<file path="src/rtl/decode_instruction_pkg.sv">
// ---------------------------------------------------------------------------
// decode_instruction_pkg : widths, opcodes, field positions and FSM encoding
// Revision: 1.0
// ---------------------------------------------------------------------------
`default_nettype none

package decode_instruction_pkg;

    localparam int WORD  = 32;
    localparam int ADDR  = 32;
    localparam int RADDR = 5;

    localparam logic [5:0] OP_NOP  = 6'h00;
    localparam logic [5:0] OP_ADD  = 6'h01;
    localparam logic [5:0] OP_SUB  = 6'h02;
    localparam logic [5:0] OP_AND  = 6'h03;
    localparam logic [5:0] OP_OR   = 6'h04;
    localparam logic [5:0] OP_ADDI = 6'h08;
    localparam logic [5:0] OP_LD   = 6'h10;
    localparam logic [5:0] OP_ST   = 6'h11;
    localparam logic [5:0] OP_BEQ  = 6'h18;
    localparam logic [5:0] OP_JMP  = 6'h19;
    localparam logic [5:0] OP_HALT = 6'h3F;

    localparam int OPC_MSB = 31;
    localparam int OPC_LSB = 26;
    localparam int RD_MSB  = 25;
    localparam int RD_LSB  = 21;
    localparam int RS_MSB  = 20;
    localparam int RS_LSB  = 16;
    localparam int RT_MSB  = 15;
    localparam int RT_LSB  = 11;
    localparam int IMM_MSB = 15;

    typedef enum logic [1:0] {
        ST_RUN    = 2'd0,
        ST_BUBBLE = 2'd1,
        ST_HALTED = 2'd2
    } state_t;

endpackage

`default_nettype wire

</file>
<file path="src/rtl/decode_instruction_op_decoder.sv">
// ---------------------------------------------------------------------------
// decode_instruction_op_decoder : combinational opcode -> control flags
// Revision: 1.0
// ---------------------------------------------------------------------------
`default_nettype none

module decode_instruction_op_decoder
    import decode_instruction_pkg::*;
(
    input  logic [5:0] i_opcode,
    output logic       o_we,
    output logic       o_mem_re,
    output logic       o_mem_we,
    output logic       o_br,
    output logic       o_jmp,
    output logic       o_uses_rt,
    output logic       o_illegal
);

    always_comb begin
        o_we      = 1'b0;
        o_mem_re  = 1'b0;
        o_mem_we  = 1'b0;
        o_br      = 1'b0;
        o_jmp     = 1'b0;
        o_uses_rt = 1'b0;
        o_illegal = 1'b0;
        case (i_opcode)
            OP_NOP, OP_HALT: ;
            OP_ADD, OP_SUB, OP_AND, OP_OR: begin
                o_we      = 1'b1;
                o_uses_rt = 1'b1;
            end
            OP_ADDI: o_we = 1'b1;
            OP_LD: begin
                o_we     = 1'b1;
                o_mem_re = 1'b1;
            end
            OP_ST: begin
                o_mem_we  = 1'b1;
                o_uses_rt = 1'b1;
            end
            OP_BEQ: begin
                o_br      = 1'b1;
                o_uses_rt = 1'b1;
            end
            OP_JMP:  o_jmp     = 1'b1;
            default: o_illegal = 1'b1;
        endcase
    end

endmodule

`default_nettype wire

</file>
<file path="src/rtl/decode_instruction.sv">
// ---------------------------------------------------------------------------
// decode_instruction : decode stage with load-use bubble, flush, stall, HALT
// Revision: 1.0
// ---------------------------------------------------------------------------
`default_nettype none

module decode_instruction
    import decode_instruction_pkg::*;
(
    input  logic             clk,
    input  logic             reset,
    input  logic             v_i,
    input  logic [WORD-1:0]  inst_i,
    input  logic [ADDR-1:0]  pc_i,
    input  logic             stall_i,
    output logic             stall_o,
    input  logic             branch,
    output logic [RADDR-1:0] rs_addr_o,
    output logic [RADDR-1:0] rt_addr_o,
    output logic             v_o,
    output logic [5:0]       opcode_o,
    output logic [RADDR-1:0] rd_o,
    output logic [RADDR-1:0] rs_o,
    output logic [RADDR-1:0] rt_o,
    output logic [WORD-1:0]  imm_o,
    output logic [ADDR-1:0]  pc_o,
    output logic             we_o,
    output logic             mem_re_o,
    output logic             mem_we_o,
    output logic             br_o,
    output logic             jmp_o,
    output logic             illegal_o,
    output logic             halted_o
);

    state_t           r_state;
    logic [5:0]       r_flags;

    logic [5:0]       w_opcode;
    logic [RADDR-1:0] w_rd;
    logic [RADDR-1:0] w_rs;
    logic [RADDR-1:0] w_rt;
    logic [WORD-1:0]  w_imm;
    logic             w_we;
    logic             w_mem_re;
    logic             w_mem_we;
    logic             w_br;
    logic             w_jmp;
    logic             w_uses_rt;
    logic             w_illegal;
    logic             w_hazard;

    assign w_opcode = inst_i[OPC_MSB:OPC_LSB];
    assign w_rd     = inst_i[RD_MSB:RD_LSB];
    assign w_rs     = inst_i[RS_MSB:RS_LSB];
    assign w_rt     = inst_i[RT_MSB:RT_LSB];
    assign w_imm    = {{(WORD-IMM_MSB-1){inst_i[IMM_MSB]}}, inst_i[IMM_MSB:0]};

    assign rs_addr_o = w_rs;
    assign rt_addr_o = w_rt;

    decode_instruction_op_decoder u_op_decoder (
        .i_opcode  (w_opcode),
        .o_we      (w_we),
        .o_mem_re  (w_mem_re),
        .o_mem_we  (w_mem_we),
        .o_br      (w_br),
        .o_jmp     (w_jmp),
        .o_uses_rt (w_uses_rt),
        .o_illegal (w_illegal)
    );

    // r_flags is cleared whenever v_o drops, so mem_re_o alone marks a live load
    assign w_hazard = v_i & v_o & mem_re_o & (rd_o != '0) &
                      ((rd_o == w_rs) | (w_uses_rt & (rd_o == w_rt)));

    assign stall_o = stall_i | (r_state == ST_HALTED) |
                     ((r_state == ST_RUN) & w_hazard);

    assign {we_o, mem_re_o, mem_we_o, br_o, jmp_o, illegal_o} = r_flags;
    assign halted_o = (r_state == ST_HALTED);

    always_ff @(posedge clk or negedge reset) begin
        if (!reset) begin
            r_state  <= ST_RUN;
            r_flags  <= '0;
            v_o      <= 1'b0;
            opcode_o <= '0;
            rd_o     <= '0;
            rs_o     <= '0;
            rt_o     <= '0;
            imm_o    <= '0;
            pc_o     <= '0;
        end else if (stall_i) begin
            r_state <= r_state;
        end else if (r_state == ST_HALTED) begin
            v_o     <= 1'b0;
            r_flags <= '0;
        end else if (branch) begin
            v_o     <= 1'b0;
            r_flags <= '0;
            r_state <= ST_RUN;
        end else if ((r_state == ST_RUN) && w_hazard) begin
            v_o     <= 1'b0;
            r_flags <= '0;
            r_state <= ST_BUBBLE;
        end else if (v_i) begin
            v_o      <= 1'b1;
            r_flags  <= {w_we, w_mem_re, w_mem_we, w_br, w_jmp, w_illegal};
            opcode_o <= w_opcode;
            rd_o     <= w_rd;
            rs_o     <= w_rs;
            rt_o     <= w_rt;
            imm_o    <= w_imm;
            pc_o     <= pc_i;
            r_state  <= (w_opcode == OP_HALT) ? ST_HALTED : ST_RUN;
        end else begin
            v_o     <= 1'b0;
            r_flags <= '0;
            r_state <= ST_RUN;
        end
    end

endmodule

`default_nettype wire
</file>
<file path="config.mk">
export PLATFORM = sky130hd
export DESIGN_NAME = decode_instruction
export DESIGN_NICKNAME = d
export VERILOG_FILES = /design/src/rtl/decode_instruction_pkg.sv /design/src/rtl/decode_instruction_op_decoder.sv /design/src/rtl/decode_instruction.sv
export SDC_FILE = /design/constraint.sdc
export NUM_CORES = 1
export LEC_CHECK = 0
export CORE_ASPECT_RATIO = 0.7
export CORE_MARGIN = 5
export CORE_UTILIZATION = 44
export CTS_CLUSTER_SIZE = 20
export DETAILED_ROUTE_END_ITERATION = 10
export PLACE_DENSITY = 0.91
export REMOVE_ABC_BUFFERS = 1
export SKIP_LAST_GASP = 1
export SYNTH_ARGS = -nofsm -noshare
export SYNTH_HDL_FRONTEND = slang
export SYNTH_HIERARCHICAL = 1
export SYNTH_SLANG_ARGS = --single-unit
</file>
<file path="constraint.sdc">
create_clock -name clk -period 3.95 [get_ports clk]
set_input_delay 0.395 -clock clk [delete_from_list [all_inputs] [get_ports clk]]
set_output_delay 0.395 -clock clk [all_outputs]
set_load 0.03 [all_outputs]
</file>
# == After elaboration in Yosys (flattened, before gate mapping) ==
# Index checks and enable logic that the tools add are counted.
# word_totals
ff_bits,78
latchBits,0
ram_bits,0
rom_bits,0
input_bits,69
out_inout_bits,104
wordCells,63
n_memories,0
# classes
addsub,0
multipliers,0
div,0
n_lt_le_gt_ge,0
n_eq_ne,13
shift,0
muxes,19
n_bitwise,13
reduce_logical,9
# op_table
operator,n
$eq A6 B5 Y1 const B,4
$mux W6,4
$eq A6 B2 Y1 const B,2
$reduce_or A6 Y1,2
$mux W1,11
$reduce_or A11 Y1,1
$eq A5 B5 Y1,2
$mux W2,4
$and A1 B1 Y1,6
$eq A6 B1 Y1 const B,1
$eq A6 B3 Y1 const B,1
$eq A6 B4 Y1 const B,1
$eq A6 B6 Y1 const B,1
$logic_not A6 Y1,1
$reduce_and A5 Y1,1
$reduce_bool A5 Y1,1
$not A1 Y1,4
$or A1 B1 Y1,3
$eq A2 B2 Y1 const B,1
$logic_not A2 Y1,1
$reduce_and A2 Y1,1
$logic_and A1 B1 Y1,1

# == Logic depth before layout (Yosys ltp) ==
# depth
depth_word,10
ltp_mapped,10
ltp_nobuf,7

# == Modules after synthesis ==
# Netlist, hierarchy kept.
# by_module_without_submodules
mod,instances,cells_each,area_per_inst_um2,seq_area_each_um2
decode_instruction,1,217,3300.7,1826.8
decode_instruction_op_decoder,1,34,222.7,0.0

# == Least setup slack after synthesis ==
# OpenSTA, ideal clock, no wires.
# synth_path
kind,input to register
startpoint,input inst_i[29]
endpoint,register opcode_o[2]
setup_time_ns,0.125
t_arrival_ns,1.899
required_time_ns,3.825
setup_slack_ns,1.926
stages,10
path_buffers,3
cell_sequence,buf_6 > nor2b_1 > a221oi_2 > o21ai_1 > nand2_1 > o22ai_1 > a21bo_2 > buf_6 > buf_8 > mux2_4
# synth_between
elab_chain_cells,9
word_cells_on_any_way,14
classes_between,eq/ne: 6; mux: 1; bitwise: 4; reduce/logical: 3
# synth_rtl
element,line,text
from (decl),decode_instruction.sv:13,"input logic [WORD-1:0] inst_i,"
$eq A6 B1 Y1 (tied with other cells),decode_instruction_op_decoder.sv:28,case (i_opcode)
$reduce_or A6 Y1 (no line) *,n/a,
$mux W1 *,decode_instruction_op_decoder.sv:28,
net w_uses_rt,decode_instruction.sv:49,logic w_uses_rt;
$and A1 B1 Y1 *,decode_instruction.sv:75,((rd_o == w_rs) | (w_uses_rt & (rd_o == w_rt)));
$or A1 B1 Y1 *,decode_instruction.sv:75,
$and A1 B1 Y1 *,decode_instruction.sv:74,assign w_hazard = v_i & v_o & mem_re_o & (rd_o != '0) &
$logic_and A1 B1 Y1 *,decode_instruction.sv:103,end else if ((r_state == ST_RUN) && w_hazard) begin
$not A1 Y1 (no line) *,n/a,
$reduce_and A5 Y1 (no line) *,n/a,
to (signal assigned),decode_instruction.sv:110,opcode_o <= w_opcode;
to (decl),decode_instruction.sv:21,"output logic [5:0] opcode_o,"
# Mark *: on every way through the listed nets, which the timed path passes. The rest lies on a longest branch.
# A chain may end at the register's enable or synchronous reset.

# == Final worst setup path ==
# layout_path
startpoint,input inst_i[29]
endpoint,output stall_o
# layout_between
elab_chain_cells,8
word_cells_on_any_way,13
classes_between,eq/ne: 6; mux: 1; bitwise: 5; reduce/logical: 1
# layout_rtl
element,line,text
$eq A6 B1 Y1 (tied with other cells),decode_instruction_op_decoder.sv:28,
$reduce_or A6 Y1 (no line) *,n/a,
$mux W1 *,decode_instruction_op_decoder.sv:28,
net w_uses_rt,decode_instruction.sv:49,
$and A1 B1 Y1 *,decode_instruction.sv:75,
$or A1 B1 Y1 *,decode_instruction.sv:75,
$and A1 B1 Y1 *,decode_instruction.sv:74,
$and A1 B1 Y1 *,decode_instruction.sv:78,((r_state == ST_RUN) & w_hazard);
$or A1 B1 Y1 *,decode_instruction.sv:77,assign stall_o = stall_i | (r_state == ST_HALTED) |
to (decl),decode_instruction.sv:16,"output logic stall_o,"
# Marks and branches as above.

==> impl_results.md <==
- CP Max Fanout: 12
- CTS tree: done
- Starting Density: 0.450
- Post-DRT Antenna Nets: 0
- # diodes: 0
- Sequential Power Share: 0.355
- Vias per std cell: 4.95
- Post-synthesis sequential area ratio: 0.518
- Core area: 7840 um2
- Worst R2R Start: rd_o[3]$_DFFE_PN0P_
- Setup slack, reg-to-reg: 1.57 ns
- Design area: 5310 um2
- Setup Viol. Count Final: 0
- Layout cell share with drive strength beyond 1: 0.216
- Worst slew pin tran: 0.905 ns
- Worst skew pair latency: 0.31 ns
- Synth Area per Inst: 14.0 um2
- Post-layout util: 0.678
- Most common cell after layout, fill and taps aside: clkdlybuf4s50_1
- Top cell type's share of synthesized area: 0.518
- Clock share of power: 0.258
- GPL Wtd Cong: 0.764
- Leak pwr: 2.30 nW
- CTS buffer count: 9
- Sw power: 0.000925 W
- Maximum clock path buffer count: 2
- Total Routed Length: 8.73 mm
- Tcrit/Tclk final: 0.834
- Vias post-DR: 2476
- Comb power frac: 0.387
- Int Power: 0.00181 W
- Drt wl/cell: 17.5 um
- Total track usage: 0.175
- # hold bufs at CTS: 0
- Slew Viols, Final: 0
- DP HPWL: 6.58 mm
- Number of flops mapped to enable cells by yosys: 0
- Dominant cell type by area after synthesis: dfrtp_1
- Crit Path Class: in -> out
- Critical path data arrival time: 2.90 ns
- Finished Layout Cells: 500
- CTS Sinks: 73
- Final Hold Violating Endpoints: 0
- Hold crit path type: in -> async
- Post-CTS Setup Inserts: 0
- Die width: 117 um
- Nets: 463
- Sw frac: 0.338
- Max_slew headroom: 0.397
- Die height: 84.9 um
- H-tree Lvls: 3
- DR pass1 iterations: 4
- WHS: 0.206 ns
- Initial antenna violation count: 0
- Layout area overhead: 50.7%
- I/O pins: 173
- Max Fclk: 303 MHz
- Worst R2R Path Depth: 6
- First-pass GRT wire length: 13.6 mm
- Clk root buf: clkbuf_16
- Worst Clk Skew: 0.00442 ns
- Input/output buffers: 172
- DRC violations left: 0
- Setup WS pre-CTS: 0.657 ns
- Synthesis warning total: 6
- Power density cells: 515 nW/um2
- Die Footprint: 9930 um2
- RSZ-0062 raised after global routing: false
- Vias in the first global route: 2654
- Netlist cell types: 34
- Area contributors post-synth: dfrtp_1, mux2_4, mux2_2
- 1st-iter DRT viols: 99
- Worst-path clk slew: 0.05 ns
- Global route overflow: 0
- WP data required: 3.56 ns
- Post_cts resized: 0
- Ys flop type: dfrtp_1
- Min cycle time layout: 3.30 ns
- Maximum VDD drop: 0.000308 V
- Startpoint types: primary input
- Post-Syn Instances: 251
- Final setup margin: 0.655 ns
- # rows: 27
- Asr flop ratio synth: 1.00
- R2r endpoint: rd_o[3]$_DFFE_PN0P_
- Commonest non-fill, non-tap cells in the layout: clkdlybuf4s50_1, dfrtp_1, mux2_4
- Outcome: finished clean
- Worst setup EP type: output port
- Register bit count reported by yosys: 73
- Post-synthesis instance area: 3520 um2
- Largest net degree at the start of global routing: 74
- Placed Area: 5050 um2
- Placed Cells: 484
- Max_cap viols: 0
[worst max-delay path: stages]
cell,delay (ns)
clkdlybuf4s50_1,0.77
nor2b_1,0.23
a221oi_2,0.08
o21ai_1,0.16
nand2_1,0.08
o22ai_1,0.19
nand2_1,0.22
nand2_1,0.11
clkdlybuf4s50_1,0.67
[stage by stage]
stage / TNS [ns] / total power, W
floorplan: -0.197 / 0.00153
global placement: 0 / 0.00203
detailed placement: 0 / 0.00205
CTS: 0 / 0.00277
global route: 0 / 0.00286
finish: 0 / 0.00273
[cell families (layout without fill, tap and decap cells)]
logic type	Yosys count	in the layout	synth area share
and+or+nand+nor	39	39	0.0607
muxes	64	64	0.245
xor gates and xnor gates	11	11	0.0273
AOI/OAI and AO/OA	19	19	0.0465
buffers and inverters	45	193	0.102
DFF	73	73	0.518
[synth_stat cells, types with 2 or more instances]
| cell | n |
|---|---|
| buf_8 | 3 |
| buf_6 | 5 |
| nand2_1 | 12 |
| inv_1 | 3 |
| nor2b_1 | 2 |
| a21oi_1 | 2 |
| nand3_1 | 2 |
| buf_2 | 2 |
| dfrtp_1 | 73 |
| buf_4 | 31 |
| nand4_1 | 4 |
| nor2_1 | 10 |
| mux2_2 | 26 |
| nand2b_1 | 2 |
| xnor2_1 | 10 |
| mux2_4 | 38 |
| o21ai_0 | 2 |
| a32o_1 | 6 |
| nor3_1 | 3 |
[worst max path at each step]
stage | endpoint | startpoint
floorplan | rt_o[4]$_DFFE_PN0P_ | rt_o[4]$_DFFE_PN0P_
CTS | stall_o | inst_i[29]
global route | stall_o | inst_i[29]
global placement | stall_o | inst_i[29]
finish | stall_o | inst_i[29]
detailed placement | stall_o | inst_i[29]
[area by class of cell]
type | count | area (um2)
Timing Repair Buffer | 174 | 1750
Fill cell | 575 | 2530
Tap cell | 101 | 126
Clock buffer | 12 | 236
Sequential cell | 73 | 1830
Inverter | 3 | 11.3
Clock inverter | 4 | 20.0
Multi-Input combinational cell | 133 | 1340
[registers in the layout, indices dropped and copies added, names as in the netlist]
register  cells
pc_o         32
imm_o        11
opcode_o      6
r_flags       6
rd_o          5
rs_o          5
rt_o          5
r_state       2
v_o           1
[layer usage]
metal  share of wire  track usage
met2            0.47        0.288
met1            0.40        0.207
met4          0.0028       0.0406
met3            0.13       0.0870
met5               0            0
[power groups by stage]
stage	sequential (W)	combinational [W]	clock, W
6_report	0.000971	0.00106	0.000706
5_1_grt	0.000988	0.00111	0.000768
4_1_cts	0.000972	0.00107	0.000732
3_5_place_dp	0.000983	0.00107	0
3_3_place_gp	0.000975	0.00105	0
2_1_floorplan	0.00131	0.000216	0
Power figures use the tool's default switching activity.
